===== src/rtl/pifo_dequeue_scheduler.sv =====
// PIFO dequeue scheduler: arbitrates between a bypass entry and the PIFO top.
// Optional per-source pop counters are built when PIFO_DEQ_STATS_EN is defined.
module pifo_dequeue_scheduler #(
  parameter int RANK_WIDTH       = 32,
  parameter int MAX_BYPASS_BURST = 4
) (
  input  logic                  clk,
  input  logic                  rst,
  input  logic                  s_bypass_valid,
  input  logic                  s_bypass_en,
  input  logic [RANK_WIDTH-1:0] s_bypass_rank,
  input  logic                  s_pifo_valid,
  input  logic [RANK_WIDTH-1:0] s_pifo_rank,
  input  logic                  s_gpfc_valid,
  input  logic [RANK_WIDTH-1:0] s_gpfc_pause_rank,
  input  logic                  m_tx_ready,
  input  logic                  m_tx_done,
  output logic                  m_pop_bypass,
  output logic                  m_pop_pifo,
  output logic                  m_valid,
  output logic [RANK_WIDTH-1:0] m_rank,
`ifdef PIFO_DEQ_STATS_EN
  output logic [31:0]           m_stat_bypass_cnt,
  output logic [31:0]           m_stat_pifo_cnt,
`endif
  output logic                  m_src
);

  localparam logic [0:0] IDLE = 1'b0;
  localparam logic [0:0] BUSY = 1'b1;

  localparam logic [3:0] BURST_MAX = 4'(MAX_BYPASS_BURST);
  localparam logic [3:0] BURST_SAT = 4'hF;
  localparam logic [RANK_WIDTH-1:0] RANK_ONES = '1;

  logic [0:0]            state;
  logic [3:0]            burst_cnt;
  logic                  pause_active;
  logic [RANK_WIDTH-1:0] pause_rank;

  logic paused_b;
  logic paused_p;
  logic elig_b;
  logic elig_p;
  logic decide;
  logic pick_b;

  // Eligibility and the bypass-versus-PIFO choice for this cycle.
  always_comb begin
    paused_b = pause_active && (s_bypass_rank >= pause_rank);
    paused_p = pause_active && (s_pifo_rank >= pause_rank);
    elig_b   = s_bypass_valid && s_bypass_en && !paused_b;
    elig_p   = s_pifo_valid && !paused_p;
    decide   = (state == IDLE) && m_tx_ready && (elig_b || elig_p);
    pick_b   = elig_b && (!elig_p || (burst_cnt < BURST_MAX));
  end

  assign m_valid = (state == BUSY);

  // Grant FSM: a decision in IDLE registers the grant and moves to BUSY.
  always_ff @(posedge clk or posedge rst) begin
    if (rst) begin
      state        <= IDLE;
      m_pop_bypass <= 1'b0;
      m_pop_pifo   <= 1'b0;
      m_rank       <= '0;
      m_src        <= 1'b0;
    end else begin
      m_pop_bypass <= 1'b0;
      m_pop_pifo   <= 1'b0;
      unique case (state)
        IDLE: begin
          if (decide) begin
            state        <= BUSY;
            m_pop_bypass <= pick_b;
            m_pop_pifo   <= !pick_b;
            m_rank       <= pick_b ? s_bypass_rank : s_pifo_rank;
            m_src        <= pick_b;
          end
        end
        BUSY: begin
          if (m_tx_done) state <= IDLE;
        end
        default: state <= IDLE;
      endcase
    end
  end

  // Bypass burst limiter: counts bypass grants that starved an eligible PIFO.
  always_ff @(posedge clk or posedge rst) begin
    if (rst) begin
      burst_cnt <= '0;
    end else if (decide) begin
      if (pick_b && elig_p) begin
        if (burst_cnt != BURST_SAT) burst_cnt <= burst_cnt + 4'd1;
      end else begin
        burst_cnt <= '0;
      end
    end
  end

  // Pause threshold; an all-ones rank releases the pause.
  always_ff @(posedge clk or posedge rst) begin
    if (rst) begin
      pause_active <= 1'b0;
      pause_rank   <= RANK_ONES;
    end else if (s_gpfc_valid) begin
      pause_rank   <= s_gpfc_pause_rank;
      pause_active <= (s_gpfc_pause_rank != RANK_ONES);
    end
  end

`ifdef PIFO_DEQ_STATS_EN
  // Wrapping per-source pop counters.
  always_ff @(posedge clk or posedge rst) begin
    if (rst) begin
      m_stat_bypass_cnt <= '0;
      m_stat_pifo_cnt   <= '0;
    end else begin
      if (m_pop_bypass) m_stat_bypass_cnt <= m_stat_bypass_cnt + 32'd1;
      if (m_pop_pifo)   m_stat_pifo_cnt   <= m_stat_pifo_cnt + 32'd1;
    end
  end
`endif

endmodule


===== config.mk =====
export PLATFORM = sky130hd
export DESIGN_NAME = pifo_dequeue_scheduler
export DESIGN_NICKNAME = d
export VERILOG_FILES = /design/src/rtl/pifo_dequeue_scheduler.sv
export SDC_FILE = /design/constraint.sdc
export NUM_CORES = 1
export LEC_CHECK = 0
export CORE_MARGIN = 8
export CORE_UTILIZATION = 51
export DETAILED_ROUTE_END_ITERATION = 10
export PLACE_DENSITY = 0.95
export SLEW_MARGIN = 20
export SYNTH_ARGS = -nofsm -noshare
export SYNTH_HDL_FRONTEND = slang
export SYNTH_SLANG_ARGS = --single-unit

===== constraint.sdc =====
create_clock -name clk -period 7.9 [get_ports clk]
set_input_delay 1.975 -clock clk [delete_from_list [all_inputs] [get_ports clk]]
set_output_delay 1.975 -clock clk [all_outputs]
set_load 0.005 [all_outputs]

==> metrics.md, run 1 <==
| Metric | Value |
|---|---|
| Unrepaired setup endpoints after global routing | no |
| Post-CTS Resized | 0 |
| Final setup vio count | 0 |
| Worst-path clk slew | 80 ps |
| Syn_nets | 619 |
| ANT nets after route | 0 |
| Req. time, crit path | 8180 ps |
| Fillers | 622 |
| Core area | 8720 sq um |
| Area after DPL | 6050 sq um |
| Period Utilization, post-route | 63.5% |
| Setup_tns | 0 ps |
| RePlAce Congestion | 0.875 |
| Final non-filler cell total | 697 |
| Outcome | finished, final reports clean |
| Hold buffer count at CTS | 0 |
| Routed WL per cell | 20.5 um |
| Max cap viols | 0 |
| Leakage | 2.69 nW |
| Mapped Area | 4590 sq um |
| Multi-input logic area | 2490 sq um |
| Clock Path Buffers | 2 |
| Vias | 4221 |
| Slew Limit Headroom | 31.1% |
| Vias per inst | 6.06 |
| Global-route wire length before repair | 22800 um |
| Register area share after synthesis | 40.7% |
| Cell Rows | 34 |
| Area growth syn-to-layout | 35.6% |
| Detailed placement HPWL | 10900 um |
| N_diodes | 0 |
| Max-slew violations | 0 |
| VDD IR-drop max | 126 uV |
| Hold/Removal Path Class | reg -> reg |
| Setup bufs post-CTS | 0 |
| Die W | 111 um |
| Storage cell area | 1870 sq um |
| CTS tree | built |
| Dpl cells | 681 |
| Clk_lat worst skew | 350 ps |
| IO Pins | 140 |
| Total clock sinks | 73 |
| GRT Util Overall | 22.5% |
| Drt drc | 0 |
| IO buf count | 139 |
| Seq cells post-synth | 73 |
| Root Driver | clkbuf_8 |
| H-tree levels | 3 |
| R2R Setup Slk | 4410 ps |
| Synth Warn # | 0 |
| Worst-path cell chain | clkdlybuf4s50_1 -> ha_1 -> nand4_2 -> nor4_2 -> or4b_4 -> a31oi_4 -> nor3_1 -> nor2b_2 -> buf_4 -> a221o_1 |
| Largest stage delay on the critical path | 520 ps |
| Worst slack at placement | 2570 ps |
| CP Launch Type | input pin |
| DRT Pass-1 Iters | 5 |
| Synth cell types | 49 |
| Syn_area_per_cell | 10.2 sq um |
| Cell Pwr Density | 202 nW/um^2 |
| Vias in the first global route | 4556 |
| Slew @ Worst Pin | 1030 ps |
| Die Y | 111 um |
| CP delay by family, top | simple AND/OR/NAND/NOR gates |
| First DRT Iteration DRCs | 236 |
| Initial Util | 52.6% |
| Area of the die | 12300 sq um |
| Fmax achieved | 199 MHz |
| Initial antenna violation count | 0 |
| Synth Instances | 450 |
| Grt ovf | 0 |
| Critical-path top delay cell | or4b_4 |
| CP max FO | 22 |
| Ratio of cells with drive above 1 in the final layout | 11.5% |
| Final wirelength | 14300 um |
| Setup slack after layout | 2880 ps |
| Largest net degree at the start of global routing | 74 |
| CP arrival | 5300 ps |
| Crit. End Element | flip-flop |
| Final Cell Area | 6230 sq um |
| Crit Path Category | in -> reg |
| WP buf/inv | 2 |
| Tmin final | 5020 ps |
| Num CTS Buffers | 9 |
| Final Hold Viols | 0 |
| Nets@finish | 753 |
| Post-route clock skew | 8.86 ps |
[placed cells by master, fill, tap and decap left out, types with 4 or more instances in the layout]
master           netlist  layout
buf_4                  3       4
a211oi_1               4       4
nand4_1               15      15
dfstp_2               32      32
o21ai_0               36      36
clkbuf_8               0      10
clkdlybuf4s50_1        0     138
nor2_1                 7       7
dfrtp_1               41      41
nand2_1               49      49
inv_1                 36      35
ha_1                  65      65
o21ai_1                6       6
a221o_1               32      32
nand3_1                4       4
nor3b_1               32      32
a21oi_1               23      23
[routing by layer]
metal | wire [um] | up-vias | GRT usage [%]
met2 | 7010 | 185 | 38.8
li1 | - | 1950 | -
met3 | 955 | 30 | 4.38
met4 | 360 | 0 | 9.28
met5 | 0 | - | 0
met1 | 5960 | 2056 | 26.8
[layout make-up]
cell class	count	area share, %
timing repair buffer	143	22.7
sequential	73	30.0
tap	108	2.17
clock buffer	10	2.21
inverter	37	2.23
clock inverter	6	0.683
multi-input combinational	320	40.0
[cells in the mapped netlist, drive strengths merged]
cell | number | area, sq um
nor2b | 2 | 12.5
a31oi | 2 | 27.5
inv | 37 | 139
and4 | 3 | 26.3
or2 | 1 | 6.26
o41ai | 1 | 8.76
nor3b | 32 | 240
nand3 | 4 | 20.0
o311a | 1 | 10.0
a22oi | 1 | 7.51
nor3 | 2 | 15.0
a221o | 32 | 320
o21a | 3 | 22.5
clkbuf | 11 | 41.3
o21bai | 1 | 7.51
a211oi | 5 | 42.5
nor2 | 7 | 26.3
a22o | 2 | 17.5
dfstp | 32 | 841
nand4 | 16 | 106
o311ai | 1 | 8.76
a21o | 3 | 22.5
nor4 | 4 | 37.5
and2 | 3 | 18.8
buf | 9 | 71.3
a21boi | 2 | 26.3
or4b | 1 | 13.8
nand2 | 49 | 184
a41oi | 1 | 8.76
nand2b | 3 | 18.8
a221oi | 1 | 8.76
ha | 65 | 813
a21oi | 24 | 124
mux2 | 2 | 22.5
a2111oi | 3 | 26.3
o2111a | 1 | 11.3
o21ai | 42 | 210
dfrtp | 41 | 1030
[per-stage QoR]
step	total power, mW	utilization [%]	hold slack, ps
after CTS	1.26	71.4	483
after floorplan	0.724	-	444
final	1.26	71.4	484
after global routing	1.33	71.4	495
after detailed placement	0.988	69.3	463
after global placement	0.963	69.3	461
[cells by family (layout without fill, tap and decap cells)]
logic type,count (synthesis),count (layout),share of synthesized area (%)
AND/OR/NAND/NOR,127,127,15.8
AO/OA/AOI/OAI,126,126,19.8
flip-flops,73,73,40.7
adder cells (fa/ha/maj),65,65,17.7
buffers and inverters,57,196,5.48
multiplexers,2,2,0.491
[final timing paths]
kind                                   start    endpoint  cells after the start
hold / removal                         m_src       m_src                      1
setup reg to reg              pause_rank[30]  m_rank[28]                     10
min in group asynchronous                rst  m_pop_pifo                      3
hold reg to reg                        m_src       m_src                      1
max in group asynchronous                rst  m_rank[17]                      3
setup / recovery           s_bypass_rank[30]  m_rank[28]                     10
[state kept, by name (all words and copies together) (netlist names)]
name	count
m_src	1
m_pop_pifo	1
pause_rank	32
burst_cnt	4
m_valid	1
m_pop_bypass	1
pause_active	1
m_rank	32
[power breakdown]
group	switching [mW]	internal, mW
combinational	0.198	0.283
clock	0.151	0.123
sequential	0.0406	0.464
total	0.390	0.871
(Power assumes the default switching activity.)
==> run 2: changes to the inputs <==
- CORE_UTILIZATION: 51 -> 48
- PLACE_DENSITY: 0.95 -> 0.92
- clock period: 7.9 -> 4.9 ns (I/O delays scaled with it)
==> metrics.md, run 2 (same netlist as run 1, synthesis figures left out) <==
| Metric | Value |
|---|---|
| Outcome | finished, final reports clean (unchanged) |
| Multi-input logic area | 2490 sq um (unchanged) |
| Drt drc | 0 (unchanged) |
| Nets@finish | 755 (was 753) |
| CP delay by family, top | simple AND/OR/NAND/NOR gates (unchanged) |
| GRT Util Overall | 22.2% (was 22.5%) |
| Initial Util | 49.7% (was 52.6%) |
| Leakage | 2.72 nW (was 2.69 nW) |
| Core area | 9240 sq um (was 8720 sq um) |
| Crit. End Element | flip-flop (unchanged) |
| Total clock sinks | 73 (unchanged) |
| CP Launch Type | input pin (unchanged) |
| Cell Rows | 35 (was 34) |
| Setup slack after layout | 387 ps (was 2880 ps) |
| H-tree levels | 3 (unchanged) |
| Slew @ Worst Pin | 1150 ps (was 1030 ps) |
| Hold/Removal Path Class | reg -> reg (unchanged) |
| Routed met3 length | 1230 um (was 955 um) |
| Ratio of cells with drive above 1 in the final layout | 11.5% (about the same) |
| Post-route clock skew | 13.0 ps (was 8.86 ps) |
| Area after DPL | 6100 sq um (was 6050 sq um) |
| WP buf/inv | 2 (unchanged) |
| PnR Total Power | 2.13 mW (was 1.26 mW) |
| Die Y | 114 um (was 111 um) |
| Fillers | 693 (was 622) |
| Leading cell type in the layout, fill and taps excluded | clkdlybuf4s50_1 (unchanged) |
| CP arrival | 4780 ps (was 5300 ps) |
| Area of the die | 12900 sq um (was 12300 sq um) |
| Vias in the first global route | 4593 (was 4556) |
| Num CTS Buffers | 9 (unchanged) |
| Final wirelength | 14600 um (was 14300 um) |
| Final Hold Viols | 0 (unchanged) |
| Final Cell Area | 6320 sq um (was 6230 sq um) |
| Routed WL per cell | 20.2 um (was 20.5 um) |
| Worst-path cell chain | clkdlybuf4s50_1 -> ha_1 -> nand4_2 -> nor4_2 -> or4b_4 -> a31oi_4 -> nor3_1 -> nor2b_2 -> buf_4 -> a221o_1 (unchanged) |
| Setup_tns | 0 ps (unchanged) |
| Fin util | 68.4% (was 71.4%) |
| CP max FO | 26 (was 22) |
| Unrepaired setup endpoints after global routing | no (unchanged) |
| CTS tree | built (unchanged) |
| Crit Path Category | in -> reg (unchanged) |
| Clk_lat worst skew | 340 ps (was 350 ps) |
| Metal1 wirelength | 5690 um (was 5960 um) |
| WL met2 | 7190 um (was 7010 um) |
| Vias | 4302 (was 4221) |
| Dpl cells | 704 (was 681) |
| Vias per inst | 5.98 (was 6.06) |
| DRT Pass-1 Iters | 6 (was 5) |
| Max cap viols | 0 (unchanged) |
| Largest net degree at the start of global routing | 66 (was 74) |
| Largest registers | m_rank (32), pause_rank (32), burst_cnt (4) (unchanged) |
| RePlAce Congestion | 0.934 (was 0.875) |
| Detailed placement HPWL | 11400 um (was 10900 um) |
| IO Pins | 140 (unchanged) |
| Final setup vio count | 0 (unchanged) |
| Worst-path clk slew | 80 ps (about the same) |
| N_diodes | 0 (unchanged) |
| Smallest hold slack | 489 ps (was 484 ps) |
| Setup bufs post-CTS | 0 (unchanged) |
| Hold buffer count at CTS | 0 (unchanged) |
| Top Layer Used | met4 (unchanged) |
| Cell Pwr Density | 337 nW/um^2 (was 202 nW/um^2) |
| Period Utilization, post-route | 92.1% |
| First DRT Iteration DRCs | 235 (was 236) |
| Final non-filler cell total | 720 (was 697) |
| Root Driver | clkbuf_8 (unchanged) |
| ANT nets after route | 0 (unchanged) |
| IO buf count | 139 (unchanged) |
| Worst slack at placement | 97.9 ps (was 2570 ps) |
| Post-CTS Resized | 0 (unchanged) |
| Fmax achieved | 222 MHz |
| Initial antenna violation count | 0 (unchanged) |
| Most frequent cells in the layout | 138 x clkdlybuf4s50_1, 65 x ha_1, 49 x nand2_1 (unchanged) |
| VDD IR-drop max | 170 uV (was 126 uV) |
| Max-slew violations | 0 (unchanged) |
| Global-route wire length before repair | 22700 um (was 22800 um) |
| Slew Limit Headroom | 22.8% (was 31.1%) |
| Storage cell area | 1870 sq um (unchanged) |
| Area growth syn-to-layout | 37.7% (was 35.6%) |
| Largest stage delay on the critical path | 900 ps (was 520 ps) |
| Die W | 114 um (was 111 um) |
| Req. time, crit path | 5170 ps (was 8180 ps) |
| Clock Path Buffers | 2 (unchanged) |
| Critical-path top delay cell | nor2b_2 (was or4b_4) |
| Tmin final | 4510 ps |
| Grt ovf | 0 (unchanged) |
[run 2: area by class of cell]
class / instances / share of cell area [%]
Clock buffer: 12 / 2.30
Clock inverter: 4 / 1.21
Inverter: 37 / 2.20
Multi-Input combinational cell: 320 / 39.4
Sequential cell: 73 / 29.5
Tap cell: 129 / 2.55
Timing Repair Buffer: 145 / 22.8
[run 2: where the power goes]
group	internal, mW	total [mW]	switching [mW]
combinational	0.458	0.779	0.321
sequential	0.749	0.822	0.0732
clock	0.303	0.531	0.228
total	1.51	2.13	0.622
[run 2: path summary, 6_finish.rpt]
path                                   start             end  slack [ps]  cells past startpoint
max                        s_bypass_rank[29]      m_rank[12]         390                     10
min                             burst_cnt[3]    burst_cnt[3]         490                      1
max reg2reg                   pause_rank[30]      m_rank[12]        1140                     10
min reg2reg                     burst_cnt[3]    burst_cnt[3]         490                      1
max in group asynchronous                rst  pause_rank[19]        2500                      3
min in group asynchronous                rst       m_rank[5]        1420                      2
[run 2: per-layer routing]
layer | track usage (%) | up-vias
met5 | 0 | -
met4 | 9.58 | 0
met3 | 6.02 | 43
met2 | 37.6 | 213
met1 | 25.8 | 2096
li1 | - | 1950
[run 2: worst register-to-register path, delay by kind of cell, from the launching register on]
kind | cells | cell delay (ps)
simple gates | 5 | 2070
flops | 1 | 510
buf+inv | 2 | 390
compound gates | 2 | 390
fa+ha+maj | 1 | 340
